**config.mk**
```make
export PLATFORM = sky130hd
export DESIGN_NAME = serdes_tx_serializer
export DESIGN_NICKNAME = d
export VERILOG_FILES = /design/src/rtl/serdes_tx_serializer.sv
export SDC_FILE = /design/constraint.sdc
export NUM_CORES = 1
export LEC_CHECK = 0
export ABC_AREA = 1
export BUFFER_PORTS_ARGS = -buffer_cell sky130_fd_sc_hd__buf_2
export CAP_MARGIN = 10
export CORE_AREA = 3 3 79 81
export CTS_CLUSTER_SIZE = 40
export DETAILED_ROUTE_END_ITERATION = 10
export DIE_AREA = 0 0 82 84
export GPL_TIMING_DRIVEN = 0
export SKIP_LAST_GASP = 1
export SYNTH_ARGS = -nofsm -noshare
export SYNTH_HDL_FRONTEND = slang
export SYNTH_SLANG_ARGS = --single-unit
```
**constraint.sdc**
```tcl
create_clock -name clk -period 2.5 [get_ports clk]
set_clock_uncertainty 0.2 [all_clocks]
set_input_delay 0.625 -clock clk [delete_from_list [all_inputs] [get_ports clk]]
set_output_delay 0.625 -clock clk [all_outputs]
set_load 0.01 [all_outputs]
```
**src/rtl/serdes_tx_serializer.sv**
```systemverilog
// Parallel-to-serial transmit stage: a small FIFO feeds an LSB-first shifter
// that streams words gaplessly and flags bit 0 of each word with frame_start.
module serdes_tx_serializer #(
  parameter int unsigned DATA_W  = 8,
  parameter int unsigned FIFO_AW = 2
) (
  input  logic              clk,
  input  logic              rst,
  input  logic              en,
  input  logic [DATA_W-1:0] in_data,
  input  logic              in_valid,
  output logic              in_ready,
  output logic              ser_out,
  output logic              ser_valid,
  output logic              frame_start,
  output logic              busy,
  output logic [FIFO_AW:0]  fifo_level
);

  localparam int unsigned DEPTH = 2 ** FIFO_AW;
  localparam int unsigned CNT_W = $clog2(DATA_W + 1);
  localparam int unsigned LVL_W = FIFO_AW + 1;

  typedef enum logic {
    IDLE  = 1'b0,
    SHIFT = 1'b1
  } state_t;

  state_t             state;
  logic [DATA_W-1:0]  mem [DEPTH];
  logic [FIFO_AW-1:0] wr_ptr;
  logic [FIFO_AW-1:0] rd_ptr;
  logic [LVL_W-1:0]   level;
  logic [DATA_W-1:0]  shreg;
  logic [CNT_W-1:0]   bit_cnt;
  logic [DATA_W-1:0]  head;
  logic               fifo_empty;
  logic               word_done;
  logic               push;
  logic               pop;

  assign fifo_empty = (level == '0);
  assign in_ready   = (level != LVL_W'(DEPTH));
  assign push       = in_valid && in_ready;
  assign word_done  = (state == IDLE) || (bit_cnt == CNT_W'(DATA_W));
  // Pop only uses the registered level, so a word is never popped on its push edge
  assign pop        = en && word_done && !fifo_empty;
  assign head       = mem[rd_ptr];
  assign busy       = ((state == SHIFT) && (bit_cnt < CNT_W'(DATA_W))) || !fifo_empty;
  assign fifo_level = level;

  // FIFO storage; contents are don't-care until written, so no reset
  always_ff @(posedge clk) begin
    if (push) begin
      mem[wr_ptr] <= in_data;
    end
  end

  // FIFO pointers and occupancy
  always_ff @(posedge clk or posedge rst) begin
    if (rst) begin
      wr_ptr <= '0;
      rd_ptr <= '0;
      level  <= '0;
    end else begin
      if (push) begin
        wr_ptr <= wr_ptr + FIFO_AW'(1);
      end
      if (pop) begin
        rd_ptr <= rd_ptr + FIFO_AW'(1);
      end
      case ({push, pop})
        2'b10:   level <= level + LVL_W'(1);
        2'b01:   level <= level - LVL_W'(1);
        default: level <= level;
      endcase
    end
  end

  // Shifter FSM; loading the next word on the final-bit boundary keeps words gapless
  always_ff @(posedge clk or posedge rst) begin
    if (rst) begin
      state       <= IDLE;
      shreg       <= '0;
      bit_cnt     <= '0;
      ser_out     <= 1'b0;
      ser_valid   <= 1'b0;
      frame_start <= 1'b0;
    end else if (!en) begin
      ser_valid   <= 1'b0;
      frame_start <= 1'b0;
    end else if ((state == SHIFT) && (bit_cnt < CNT_W'(DATA_W))) begin
      ser_out     <= shreg[0];
      shreg       <= shreg >> 1;
      bit_cnt     <= bit_cnt + CNT_W'(1);
      ser_valid   <= 1'b1;
      frame_start <= 1'b0;
    end else if (!fifo_empty) begin
      ser_out     <= head[0];
      shreg       <= head >> 1;
      bit_cnt     <= CNT_W'(1);
      ser_valid   <= 1'b1;
      frame_start <= 1'b1;
      state       <= SHIFT;
    end else begin
      ser_out     <= 1'b0;
      ser_valid   <= 1'b0;
      frame_start <= 1'b0;
      state       <= IDLE;
    end
  end

endmodule
```
==> flow_summary.rst <==
.. list-table::
   :header-rows: 1

   * - Metric
     - Value
   * - Run status
     - completed
   * - Residual antenna-violating net count after detailed routing
     - 0
   * - Instance area at placement
     - 2680 µm²
   * - Full die area
     - 6890 µm²
   * - Clock power share
     - 16.4%
   * - Detail-routed net length per standard cell
     - 13.3 µm
   * - Start-to-end type of the worst setup path
     - flop to flop
   * - Register clock-pin slew on the reported worst setup and hold paths
     - 0.10 ns
   * - Number of clock buffers inserted by TritonCTS
     - 5
   * - Number of vias in the routed layout
     - roughly 1.5k
   * - Critical path launch point
     - bit_cnt[0]
   * - Number of buffers added on ports
     - 19
   * - Antenna violations before repair
     - 0
   * - Max-capacitance violation count
     - 0
   * - Grt total ovfl
     - 0
   * - Worst EP arrival
     - 2.30 ns
   * - Cells along the critical path
     - inv_1 -> ha_1 -> nand2_1 -> nand2_1 -> nand2_2 -> inv_1 -> ha_1 -> inv_1 -> fa_1 -> a21oi_1 -> o21ai_0 -> xor2_1
   * - Net switching share of the total power
     - 39.2%
   * - # hold bufs at CTS
     - 0
   * - Final worst path period share
     - 92.3%
   * - Clock tree root driver cell
     - clkbuf_8
   * - Hold WC Path Type
     - primary input to async pin
   * - Critical path's most frequent cell
     - inv_1
   * - Starting DRC count in detailed routing
     - 85
   * - Number of nets in the final layout
     - 275
   * - Highest-delay cell along the critical path
     - dfrtp_1
   * - Synthesis Warnings
     - 0
   * - Sequential fraction of the synthesis area
     - 60.7%
   * - Switching pwr
     - 1.21 mW
   * - Internal power
     - 1.88 mW
   * - Total number of H-tree levels
     - 2
   * - Drc violations
     - 0
   * - Detailed Place HPWL
     - between 2000 and 3000 µm
   * - Number of global-route vias before repair
     - 1554
   * - Number of enable-type register cells in the synthesized netlist
     - 32
   * - Share of cells above drive strength 1
     - 22.3%
   * - Total of cells resized after clock tree synthesis
     - 0
   * - Total power density per cell area
     - 1120 nW/µm²
   * - Via-to-Cell Ratio
     - 4.68
   * - Average footprint of a synthesized cell
     - 10.9 µm²
   * - Buffers inserted by post-CTS timing repair
     - 0
   * - Die boundary width
     - 82 µm
   * - Synthesized instance count
     - 229
   * - Share of Yosys cell area claimed by the top area cell type
     - between 30% and 40%
   * - Number of unique standard cell types used by synthesis
     - 30
   * - Logic pwr share
     - around 40%
   * - Fin area
     - 2770 µm²
   * - CP required
     - 2.50 ns
   * - Row cnt
     - 27
   * - All-layer global routing usage
     - 14.6%
   * - Dominant cell type by area after synthesis
     - edfxtp_1
   * - Layout Cells excl Fill
     - about 330
   * - Tmin final
     - between 2 and 2.5 ns
   * - Family with the most delay on the worst path
     - adder cells
   * - Global-route wire length before repair
     - 7530 µm
   * - Least setup slack across all paths after layout
     - slightly below 0.2 ns
   * - TritonCTS clock tree
     - built
   * - Unrepaired setup endpoints after global routing
     - false
   * - Cell area after synthesis
     - 2490 µm²
   * - Antenna cell count
     - 0
   * - Element type at the critical path start
     - flop
   * - Yosys reg bits
     - 54
   * - Highest net fanout along the worst path
     - 3
   * - Final core occ
     - 50.0%
   * - Kind of end point of the critical path
     - flop
   * - Worst-skew pair later-pin latency
     - 0.31 ns
   * - Largest stage delay on the critical path
     - 0.39 ns
   * - Setup slack at placement
     - 0.0251 ns
   * - Placed insts
     - 320
   * - Final setup fails
     - 0
   * - Sequential Power Share
     - approximately 44%
   * - DRT Wirelength
     - 4370 µm
   * - Final Hold Violating Endpoints
     - 0
   * - Headroom to the max-slew limit
     - 38.1%
   * - Area contributors post-synth
     - edfxtp_1, dfrtp_1, nand2_1
   * - Worst reg2reg path startpoint
     - bit_cnt[0]
   * - Die boundary height
     - 84 µm
   * - First-pass iteration count of the detailed router
     - 5
   * - Placeable core region
     - 5540 µm²
   * - Clock Path Buffers
     - 2
   * - Area growth, synth to finish
     - 11.2%
   * - Clock Sinks
     - 54
   * - Largest net degree at the start of global routing
     - 23
   * - Filler cells
     - 545
   * - Num ports
     - 20
   * - Initial cell density of the core
     - 44.9%
   * - Routability Congestion
     - between 0.7 and 0.8
   * - Maximum frequency from static timing analysis
     - 0.434 GHz
   * - Total Neg Setup Slack
     - 0 ns
   * - Transition time of the tightest slew-check pin
     - 0.925 ns
   * - Peak ir drop on the vdd network
     - 0.401 mV
   * - Total nets after synthesis
     - 249
   * - Post-synthesis async set-or-reset flop share
     - 40.7%
   * - Reported leakage power
     - 1.20 nW
   * - Slew Limit Fails
     - 0
   * - Most used DFF post-synth
     - edfxtp_1
   * - Critical path buffer and inverter count
     - 3
## path summary, 6_finish.rpt
check,end,slack (ns),cells past startpoint
max,fifo_level[2],0.19,12
min,fifo_level[0],0.27,2
max reg2reg,fifo_level[2],0.19,12
min reg2reg,shreg[1],0.29,2
max in group asynchronous,wr_ptr[1],1.30,2
min in group clk,shreg[1],0.29,2
## power by group through the flow
stage / logic, mW / clock network, mW / registers (mW)
after detailed placement: 1.25 / 0 / 1.38
after global routing: 1.43 / 0.568 / 1.39
after CTS: 1.26 / 0.523 / 1.36
after global placement: 1.24 / 0 / 1.37
after floorplan: 0.946 / 0 / 1.37
final: 1.23 / 0.507 / 1.36
## logic make-up (layout without fill, tap and decap cells)
| family | count (synthesis) | after routing | synth area share (%) |
|---|---|---|---|
| buffers and inverters | 33 | 60 | 7.29 |
| flip-flops | 54 | 54 | 60.7 |
| XOR/XNOR | 5 | 5 | 1.76 |
| adder cells (fa/ha/maj) | 8 | 8 | 4.32 |
| AND/OR/NAND/NOR | 108 | 108 | 21.0 |
| AO/OA/AOI/OAI | 21 | 21 | 4.97 |
## cell type report
type                            instances  area (µm²)  area share (%)
Tap cell                               72        90.1            3.25
Inverter                               27         111            4.02
Timing Repair Buffer                   19        95.1            3.43
Buffer                                  6        70.1            2.53
Sequential cell                        54        1510            54.6
Multi-Input combinational cell        142         797            28.8
Clock buffer                            5        68.8            2.49
Clock inverter                          3        25.0           0.904
## worst register-to-register path: cells and delay by family, from the launching register on
kind	cells	cell delay (ns)
fa+ha+maj	3	0.66
flops	1	0.39
simple gates	3	0.28
compound gates	2	0.28
buf+inv	3	0.25
xor+xnor	1	0.15
## synth_stat cells, types with 4 or more instances
cell type and instances:
nand2_1 52, o21ai_2 4, dfrtp_1 22, a21oi_1 10, edfxtp_1 32, nand3_1 20
o21ai_0 4, ha_1 7, inv_1 23, nor2_1 20, nand2_2 7, xor2_1 4
## sequential cells by signal, indices dropped and copies added, names as in the netlist
signal / cells
bit_cnt: 4
fifo_level: 3
frame_start: 1
mem: 32
rd_ptr: 2
ser_out: 1
ser_valid: 1
shreg: 7
state: 1
wr_ptr: 2
## through the flow
stage          total power, mW  hold WS, ns
4_1_cts                   3.14        0.292
6_report                  3.10        0.266
2_1_floorplan             2.31        0.249
3_5_place_dp              2.63        0.266
3_3_place_gp              2.61        0.264
5_1_grt                   3.38        0.298
## metal layers
layer  up-vias  wire [µm]  track usage, %
met4         0         53            4.08
met3         4        155            4.21
met2        23       2030            22.7
met1       712       2130            19.7
met5         -          0               0
li1        796          -               -
## cell usage in the layout (no fill, tap or decap)
cell	count
nand2_1	52
edfxtp_1	32
inv_1	23
dfrtp_1	22
nor2_1	20
nand3_1	20
buf_2	20
a21oi_1	10
nand2_2	7
ha_1	7
clkbuf_8	5
o21ai_2	4
o21ai_0	4
xor2_1	4
nand3_2	3
inv_2	2
nor2_4	2
buf_6	2
o21ai_1	2
nand2_4	1
nand3_4	1
nand2_8	1
inv_4	1
buf_4	1
inv_8	1
buf_12	1
buf_8	1
a21oi_2	1
xnor2_1	1
nand4_1	1
fa_1	1
clkinv_4	1
inv_6	1
clkinvlp_4	1
Note: power is estimated with default switching activity, not from simulation.
